[config.mk]
export PLATFORM = sky130hd
export DESIGN_NAME = pipe_hazard_ctrl
export DESIGN_NICKNAME = d
export VERILOG_FILES = /design/src/rtl/pipe_hazard_ctrl_pkg.sv /design/src/rtl/sat_counter.sv /design/src/rtl/pipe_hazard_ctrl.sv
export SDC_FILE = /design/constraint.sdc
export NUM_CORES = 1
export LEC_CHECK = 0
export BUFFER_PORTS_ARGS = -buffer_cell sky130_fd_sc_hd__buf_2
export CORE_MARGIN = 4
export CORE_UTILIZATION = 50
export DETAILED_ROUTE_END_ITERATION = 12
export GPL_TIMING_DRIVEN = 0
export PLACE_DENSITY = 0.8
export SLEW_MARGIN = 20
export SYNTH_ARGS = -nofsm -noshare
export SYNTH_HDL_FRONTEND = slang
export SYNTH_SLANG_ARGS = --single-unit
[constraint.sdc]
create_clock -name CLK -period 3.35 [get_ports CLK]
set_clock_uncertainty 0.1 [all_clocks]
set_input_delay 0 -clock CLK [delete_from_list [all_inputs] [get_ports CLK]]
set_output_delay 0 -clock CLK [all_outputs]
set_load 0.05 [all_outputs]
[src/rtl/pipe_hazard_ctrl_pkg.sv]
// Shared types for the pipeline hazard controller.
//   pipe_stall_t   : stall code driven to every pipeline latch enable
//   hazard_state_t : sequencer state (run, data-cache wait, halt drain, halted)
//   loadUse()      : load-use hazard detect between the EX load and the ID operands
package pipe_hazard_ctrl_pkg;

  typedef enum logic [2:0] {
    NO_STALL   = 3'd0,
    IFID_STALL = 3'd1,
    IDEX_STALL = 3'd2,
    FULL_STALL = 3'd3
  } pipe_stall_t;

  typedef enum logic [1:0] {
    HZ_RUN,
    HZ_DWAIT,
    HZ_DRAIN,
    HZ_HALTED
  } hazard_state_t;

  // A load targeting $zero never produces a usable value, so it cannot create a hazard.
  function automatic logic loadUse(input logic       exDataRead,
                                   input logic [4:0] exRt,
                                   input logic [4:0] idRs,
                                   input logic [4:0] idRt);
    return exDataRead && (exRt != 5'd0) && ((exRt == idRs) || (exRt == idRt));
  endfunction

endpackage

[src/rtl/sat_counter.sv]
// Saturating up-counter used for the hazard performance counters.
//   clk   : clock
//   rst   : synchronous active-high clear
//   inc   : count this cycle
//   count : current value, sticks at all-ones
module sat_counter #(
  parameter int W = 32
) (
  input  logic         clk,
  input  logic         rst,
  input  logic         inc,
  output logic [W-1:0] count
);

  always_ff @(posedge clk) begin
    if (rst) begin
      count <= '0;
    end else if (inc && (count != '1)) begin
      count <= count + 1'b1;
    end
  end

endmodule

[src/rtl/pipe_hazard_ctrl.sv]
// Central sequencer for the 5-stage pipeline latches. Each cycle it picks the
// stall code, the IF/ID and ID/EX flushes and the PC enable from load-use
// hazards, cache waits, EX-resolved redirects and the halt drain, and keeps
// saturating stall/flush performance counters.
//   CLK, RST          : clock, synchronous active-high reset
//   ihit, dhit        : icache / dcache completion this cycle
//   id_rs, id_rt      : operand registers of the instruction in ID
//   ex_DataRead, ex_rt: load in EX and its destination
//   mem_access        : MEM-stage instruction accesses the dcache
//   ex_redirect       : taken branch / jump resolved in EX
//   mem_Halt, wb_Halt : halt marker in MEM / WB
//   stall             : pipe_stall_t code
//   flush_ifid/idex   : load bubble into that latch on the next edge
//   pc_en             : PC may update
//   halt              : sticky CPU halt
//   stall_cnt         : cycles stalled (halted cycles excluded)
//   flush_cnt         : redirect flushes taken
module pipe_hazard_ctrl
  import pipe_hazard_ctrl_pkg::*;
#(
  parameter int CNT_W = 32
) (
  input  logic             CLK,
  input  logic             RST,
  input  logic             ihit,
  input  logic             dhit,
  input  logic [4:0]       id_rs,
  input  logic [4:0]       id_rt,
  input  logic             ex_DataRead,
  input  logic [4:0]       ex_rt,
  input  logic             mem_access,
  input  logic             ex_redirect,
  input  logic             mem_Halt,
  input  logic             wb_Halt,
  output pipe_stall_t      stall,
  output logic             flush_ifid,
  output logic             flush_idex,
  output logic             pc_en,
  output logic             halt,
  output logic [CNT_W-1:0] stall_cnt,
  output logic [CNT_W-1:0] flush_cnt
);

  hazard_state_t state, nxtState;
  logic          redirectTaken;
  logic          incStall;

  always_ff @(posedge CLK) begin
    if (RST) begin
      state <= HZ_RUN;
    end else begin
      state <= nxtState;
    end
  end

  always_comb begin
    nxtState      = state;
    stall         = NO_STALL;
    pc_en         = 1'b1;
    flush_ifid    = 1'b0;
    flush_idex    = 1'b0;
    halt          = 1'b0;
    redirectTaken = 1'b0;
    case (state)
      HZ_RUN: begin
        if (mem_access && !dhit) begin
          stall    = FULL_STALL;
          pc_en    = 1'b0;
          nxtState = HZ_DWAIT;
        end else if (mem_Halt) begin
          stall      = IDEX_STALL;
          pc_en      = 1'b0;
          flush_ifid = 1'b1;
          nxtState   = HZ_DRAIN;
        end else if (ex_redirect) begin
          // Redirect outranks load-use: the dependent instruction is squashed anyway.
          flush_ifid    = 1'b1;
          flush_idex    = 1'b1;
          redirectTaken = 1'b1;
        end else if (loadUse(ex_DataRead, ex_rt, id_rs, id_rt) || !ihit) begin
          // Both cases share one code, so a coincident icache miss costs no extra count.
          stall = IFID_STALL;
          pc_en = 1'b0;
        end
      end
      HZ_DWAIT: begin
        // Release in the dhit cycle itself; a frozen EX redirect is picked up in RUN next cycle.
        if (!dhit) begin
          stall = FULL_STALL;
          pc_en = 1'b0;
        end else begin
          nxtState = HZ_RUN;
        end
      end
      HZ_DRAIN: begin
        stall      = IDEX_STALL;
        pc_en      = 1'b0;
        flush_ifid = 1'b1;
        if (wb_Halt) begin
          nxtState = HZ_HALTED;
        end
      end
      HZ_HALTED: begin
        halt  = 1'b1;
        stall = FULL_STALL;
        pc_en = 1'b0;
      end
      default: nxtState = HZ_RUN;
    endcase

    // While in reset every latch holds a bubble and nothing advances.
    if (RST) begin
      nxtState      = HZ_RUN;
      stall         = FULL_STALL;
      pc_en         = 1'b0;
      flush_ifid    = 1'b1;
      flush_idex    = 1'b1;
      halt          = 1'b0;
      redirectTaken = 1'b0;
    end
  end

  assign incStall = (stall != NO_STALL) && (state != HZ_HALTED) && !RST;

  sat_counter #(.W(CNT_W)) uStallCnt (
    .clk   (CLK),
    .rst   (RST),
    .inc   (incStall),
    .count (stall_cnt)
  );

  sat_counter #(.W(CNT_W)) uFlushCnt (
    .clk   (CLK),
    .rst   (RST),
    .inc   (redirectTaken),
    .count (flush_cnt)
  );

endmodule

======== After elaboration in Yosys (flattened, before gate mapping) ========
Cells that the tools add are included.
storage, ports and cells
  register bits ........................... 66
  bits of input ports ..................... 24
  output and inout port bits .............. 71
  word-level logic and storage cells ...... 65
operators by class
  add/sub/neg operators ................... 2
  eq/ne operators ......................... 11
  muxes and demuxes ....................... 31
  reduce and logical (&&, ||, !) cells .... 18
operators by type and width
  cell                                            count
  adder 32 x 1 -> 32 bit (second input constant)  2
  != test 32 bit (second input constant)          2
  2-to-1 mux 1 bit                                19
  2-to-1 mux 2 bit                                7
  case mux 3 bit (4 select lines)                 1
  == test 5 bit                                   2
  logical AND 1 bit                               7
  != test 2 bit (second input constant)           3
  case mux 2 bit (3 select lines)                 1
  nonzero test 3 bit                              2
  nonzero test 5 bit                              1
  == test 2 bit (second input constant)           2
  AND reduction 4 bit                             1
  zero test 1 bit                                 3
  2-to-1 mux 3 bit                                1
  != test 3 bit (second input constant)           1
  case mux 1 bit (3 select lines)                 1
  == test 2 x 1 -> 1 bit (second input constant)  1
  zero test 2 bit                                 1
  logical OR 1 bit                                2
  case mux 1 bit (2 select lines)                 1
  OR reduction 2 bit                              1

======== Depth between registers and ports, before layout ========
  depth after elaboration ................. 14
  depth in mapped cells ................... 10
  mapped depth without buffers ............ 8

======== Modules after synthesis ========
From an unflattened synthesis, not the netlist that was laid out.
second synthesis, totals
  cell total of the unflattened synthesis .. 462
  area total of the unflattened synthesis .. 3826.2 µm²
modules (own cells, without submodules)
  module            times used  cells each  area an instance (µm²)
  sat_counter       2           199         1674.1
  pipe_hazard_ctrl  1           64          478.0

======== Least setup slack after synthesis ========
No wires, ideal clock.
  path kind ............................... reg2reg
  from .................................... reg uStallCnt.count[0]
  to ...................................... reg uStallCnt.count[13]
  library setup time ...................... 0.123 ns
  data arrival time ....................... 2.334 ns
  required time ........................... 3.127 ns
  path slack .............................. 0.793 ns
  stages on the path, launching flop included .. 10
  buffers on the path ..................... 2
  cell sequence ........................... dfxtp_1 > ha_1 > inv_1 > nor4_1 > and4_1 > buf_2 > buf_2 > nor2_1 > nor3b_1 > mux2_1
on the way
  longest elaborated chain between the ends .. 2
  elaborated cells between the ends (all ways) .. 3
  those cells by class .................... add/sub: 1; eq/ne: 1; reduce/logical: 1
RTL lines
  item                                                                            line               text
  start: declaration                                                              sat_counter.sv:12  output logic [W-1:0] count
  start signal: assignment                                                        sat_counter.sv:19  count <= count + 1'b1;
  parallel branches: the longest is 2 deep, another holds adder 32 x 1 -> 32 bit  n/a
Parallel ways; which one is timed is not known.
A chain may end at the register's enable or synchronous reset.

======== Worst setup path in the final report ========
  from .................................... reg state[0]
  to ...................................... reg uStallCnt.count[4]
on the way
  longest elaborated chain between the ends .. 7
  elaborated cells between the ends (all ways) .. 11
  those cells by class .................... eq/ne: 4; mux: 2; reduce/logical: 5
RTL lines
  item                                         line                     text
  start: declaration                           pipe_hazard_ctrl.sv:44   hazard_state_t state, nxtState;
  start signal: assignment                     pipe_hazard_ctrl.sv:52   state <= nxtState;
  == test 2 bit, or another cell as far along  pipe_hazard_ctrl.sv:64   case (state)
  case mux 3 bit (4 select lines)              pipe_hazard_ctrl.sv:64
  2-to-1 mux 3 bit                             pipe_hazard_ctrl.sv:112  if (RST) begin
  nonzero test 3 bit                           pipe_hazard_ctrl.sv:123  assign incStall = (stall != NO_STALL) && (state != HZ_HALTED) && !RST;
  logical AND 1 bit (*) (2 in series)          pipe_hazard_ctrl.sv:123
  logical AND 1 bit (*)                        sat_counter.sv:18        end else if (inc && (count != '1)) begin
Every way passes the cells marked *; elsewhere a longest branch is shown, timed or not. The select of a mux whose other input is x is not followed.

==> flow_summary.toml <==
[yosys]
synth-seq-cells = 66
synth_cell_types = 53
synth_top_area_share_pct = 34.84
ys_seq_area_share_pct = 34.84
synth_area_mm2 = 0.003792
synth-edff-count = 0
async_flop_share_pct = 0
syn_nets = 498
synthCells = 467
synth_area_per_cell_um2 = 8.121
yosys-top-cells-area = "dfxtp_1, xnor2_1, nor2_1, or4_1, a21oi_1"
yosys.area.top_type = "dfxtp_1"
synthFlopType = "dfxtp_1"
yosys_warnings = 0

[layout]
syn_to_final_growth_pct = 21.81
drive_gt1_share_pct = 22.61
n_antenna_cell = 0
finalNetCount = 601
design_area_mm2 = 0.004619

[detailed_routing]
wl_mm = 10.81
antenna_left = 0
firstDrtPassIters = 6
dr_total_vias = 4061
wl_per_cell_um = 16.04
vias_per_cell = 6.025
drt_iter0_markers = 307
drc = 0

[global_routing]
grt_usage_pct = 23.86
first_global_vias = 3682
antenna_found_initial = 0
grt_max_degree = 13
grt_pass1_wl_mm = 17.31
grt_overflow = 0

[die]
die_h_um = 95.09
dieArea_mm2 = 0.009042
initial_core_util_pct = 51.73
core_area_mm2 = 0.007331
core.rowCount = 31
die_x_um = 95.09
num_io_pins = 95

[clock_network]
root_buffer = "clkbuf_8"
cts_tree = "yes"
htreeDepth = 3
clk_path_buf_depth = 2
clk_latency_ns = 0.35
cts-buffers-inserted = 9
cts.sinks = 66
clk_pin_slew_ns = 0.07
postCtsSetupBuffers = 0
cts_resized = 0
cts_hold_buf = 0

[critical_path]
critPathLaunchType = "register"
r2r_start = "state[0]$_SDFFE_PP0P_"
critPathCaptureType = "register"
reg2reg_depth = 8
cp_max_fo = 10
endpoint = "uStallCnt.count[4]$_SDFFE_PP0P_"
worst-endpoint-required_ns = 3.45
path_class = "reg -> reg"
arrival_ns = 2.96
timing.reg2reg.setup_slack_ns = 0.50
crit_start = "state[0]$_SDFFE_PP0P_"
r2r_end = "uStallCnt.count[4]$_SDFFE_PP0P_"

[placed_design]
gp_congestion = 0.8585
place_area_mm2 = 0.004377
dpl.hpwl_mm = 7.873
port_buffers = 92
post-place-ws_ns = 0.5472

[sta]
period_share_pct = 85.18
drv_slew = 0
finalHoldWorstSlack_ns = 0.07197
final.setup.worst_slack_ns = 0.4965
tns_ns = 0
worst_slew_pin_slew_ns = 0.9235
fmax_mhz = 350.4
rsz0062_at_grt = "false"
setup_viol = 0
slew_headroom_pct = 37.76
finalCriticalPeriod_ns = 2.854
hold_viol_final = 0

[hold_path]
hp-class = "in -> reg"

[status]
outcome = "completed"

[power_and_ir_drop]
irDropWorstVdd_mv = 0.3411
p_leak_nw = 1.758
power_density_mw_per_mm2 = 488.0

[run]
drv_cap = 0
## flip-flops by register name (all words and copies together) (netlist names)
signal,count
uFlushCnt.count,32
uStallCnt.count,32
state,2
## cell families after synthesis
| kind of cell | synth area share [%] |
|---|---|
| adder cells (fa/ha/maj) | 2.309 |
| buffers and inverters | 4.091 |
| AO/OA/AOI/OAI | 12.87 |
| XOR/XNOR | 9.007 |
| multiplexers | 1.485 |
| AND/OR/NAND/NOR | 35.30 |
| flip-flops | 34.84 |
| other | 0.09888 |
## metal layers
layer  vias to the layer above  track usage [%]  part of all wire [%]
met5                         -                0                     0
met4                         0            9.014                   2.0
met3                        26            3.867                   8.3
met2                       204            39.01                    47
li1                       1926                -                     -
met1                      1905            31.52                    42
## critical path, stage by stage (launching register included)
cell and delay [ns]:
dfxtp_1 0.40, inv_1 0.10, ha_1 0.30, or4_1 0.55
a221oi_2 0.34, a2bb2oi_2 0.25, clkbuf_1 0.41, or4_1 0.19
a21oi_1 0.07
## where the power goes
group          switching, mW  internal [mW]
combinational          0.416          0.176
sequential            0.0350          0.808
clock                  0.322          0.497
total                  0.773           1.48
## placed cells by master, fill, tap and decap left out, types with 11 or more instances in the layout
cell type / instances
inv_1: 12
or4_1: 20
dfxtp_1: 66
o21ai_0: 14
or3_1: 15
nand3_1: 27
xnor2_1: 37
nor3_1: 17
o31ai_1: 17
a21oi_1: 29
nor2_1: 47
nor4_1: 17
clkbuf_1: 11
buf_2: 102
nand4_1: 16
nand2_1: 34
## how the worst min path moves through the flow
stage               startpoint                    end  slack [ns]  cells past startpoint
finish                 wb_Halt  state[0]$_SDFFE_PP0P_        0.07                      5
global route           wb_Halt  state[0]$_SDFFE_PP0P_        0.12                      5
CTS                    wb_Halt  state[0]$_SDFFE_PP0P_        0.06                      5
detailed placement        ihit                  pc_en        0.37                      4
global placement          ihit                  pc_en        0.37                      4
floorplan              wb_Halt  state[0]$_SDFFE_PP0P_        0.25                      4
## cell usage after synthesis, drive strengths merged, types with 2 or more instances
| master | number |
|---|---|
| a211oi | 2 |
| or4 | 21 |
| or3 | 15 |
| nor4 | 18 |
| o31ai | 17 |
| o31a | 2 |
| nand3b | 2 |
| nor3b | 2 |
| nand4b | 2 |
| nor2 | 47 |
| o21ai | 14 |
| buf | 13 |
| and3 | 7 |
| nand4 | 17 |
| mux2 | 5 |
| inv | 13 |
| nand2 | 34 |
| o41ai | 2 |
| a221oi | 2 |
| a21oi | 29 |
| and2 | 2 |
| xnor2 | 37 |
| ha | 7 |
| nand2b | 6 |
| nor2b | 9 |
| dfxtp | 66 |
| xor2 | 2 |
| nand3 | 28 |
| nor3 | 17 |
| clkbuf | 10 |
| nor4b | 3 |
| and4 | 7 |
## area by class of cell
| cell class | count | area, µm² |
|---|---|---|
| clock inverter | 6 | 115.1 |
| timing repair buffer | 92 | 460.4 |
| multi-input combinational | 365 | 2316 |
| inverter | 13 | 48.80 |
| fill | 640 | 2711 |
| tap | 99 | 123.9 |
| clock buffer | 10 | 127.6 |
| buffer | 23 | 106.4 |
| sequential | 66 | 1321 |
## per-stage QoR
| stage | utilization, % | std cells | power, mW |
|---|---|---|---|
| floorplan | - | 467 | 1.280 |
| global placement | 59.70 | 658 | 1.427 |
| detailed placement | 59.70 | 658 | 1.440 |
| CTS | 63.01 | 674 | 2.260 |
| global route | 63.01 | 674 | 2.341 |
| finish | 63.01 | 674 | 2.254 |
Power figures use the tool's default switching activity.
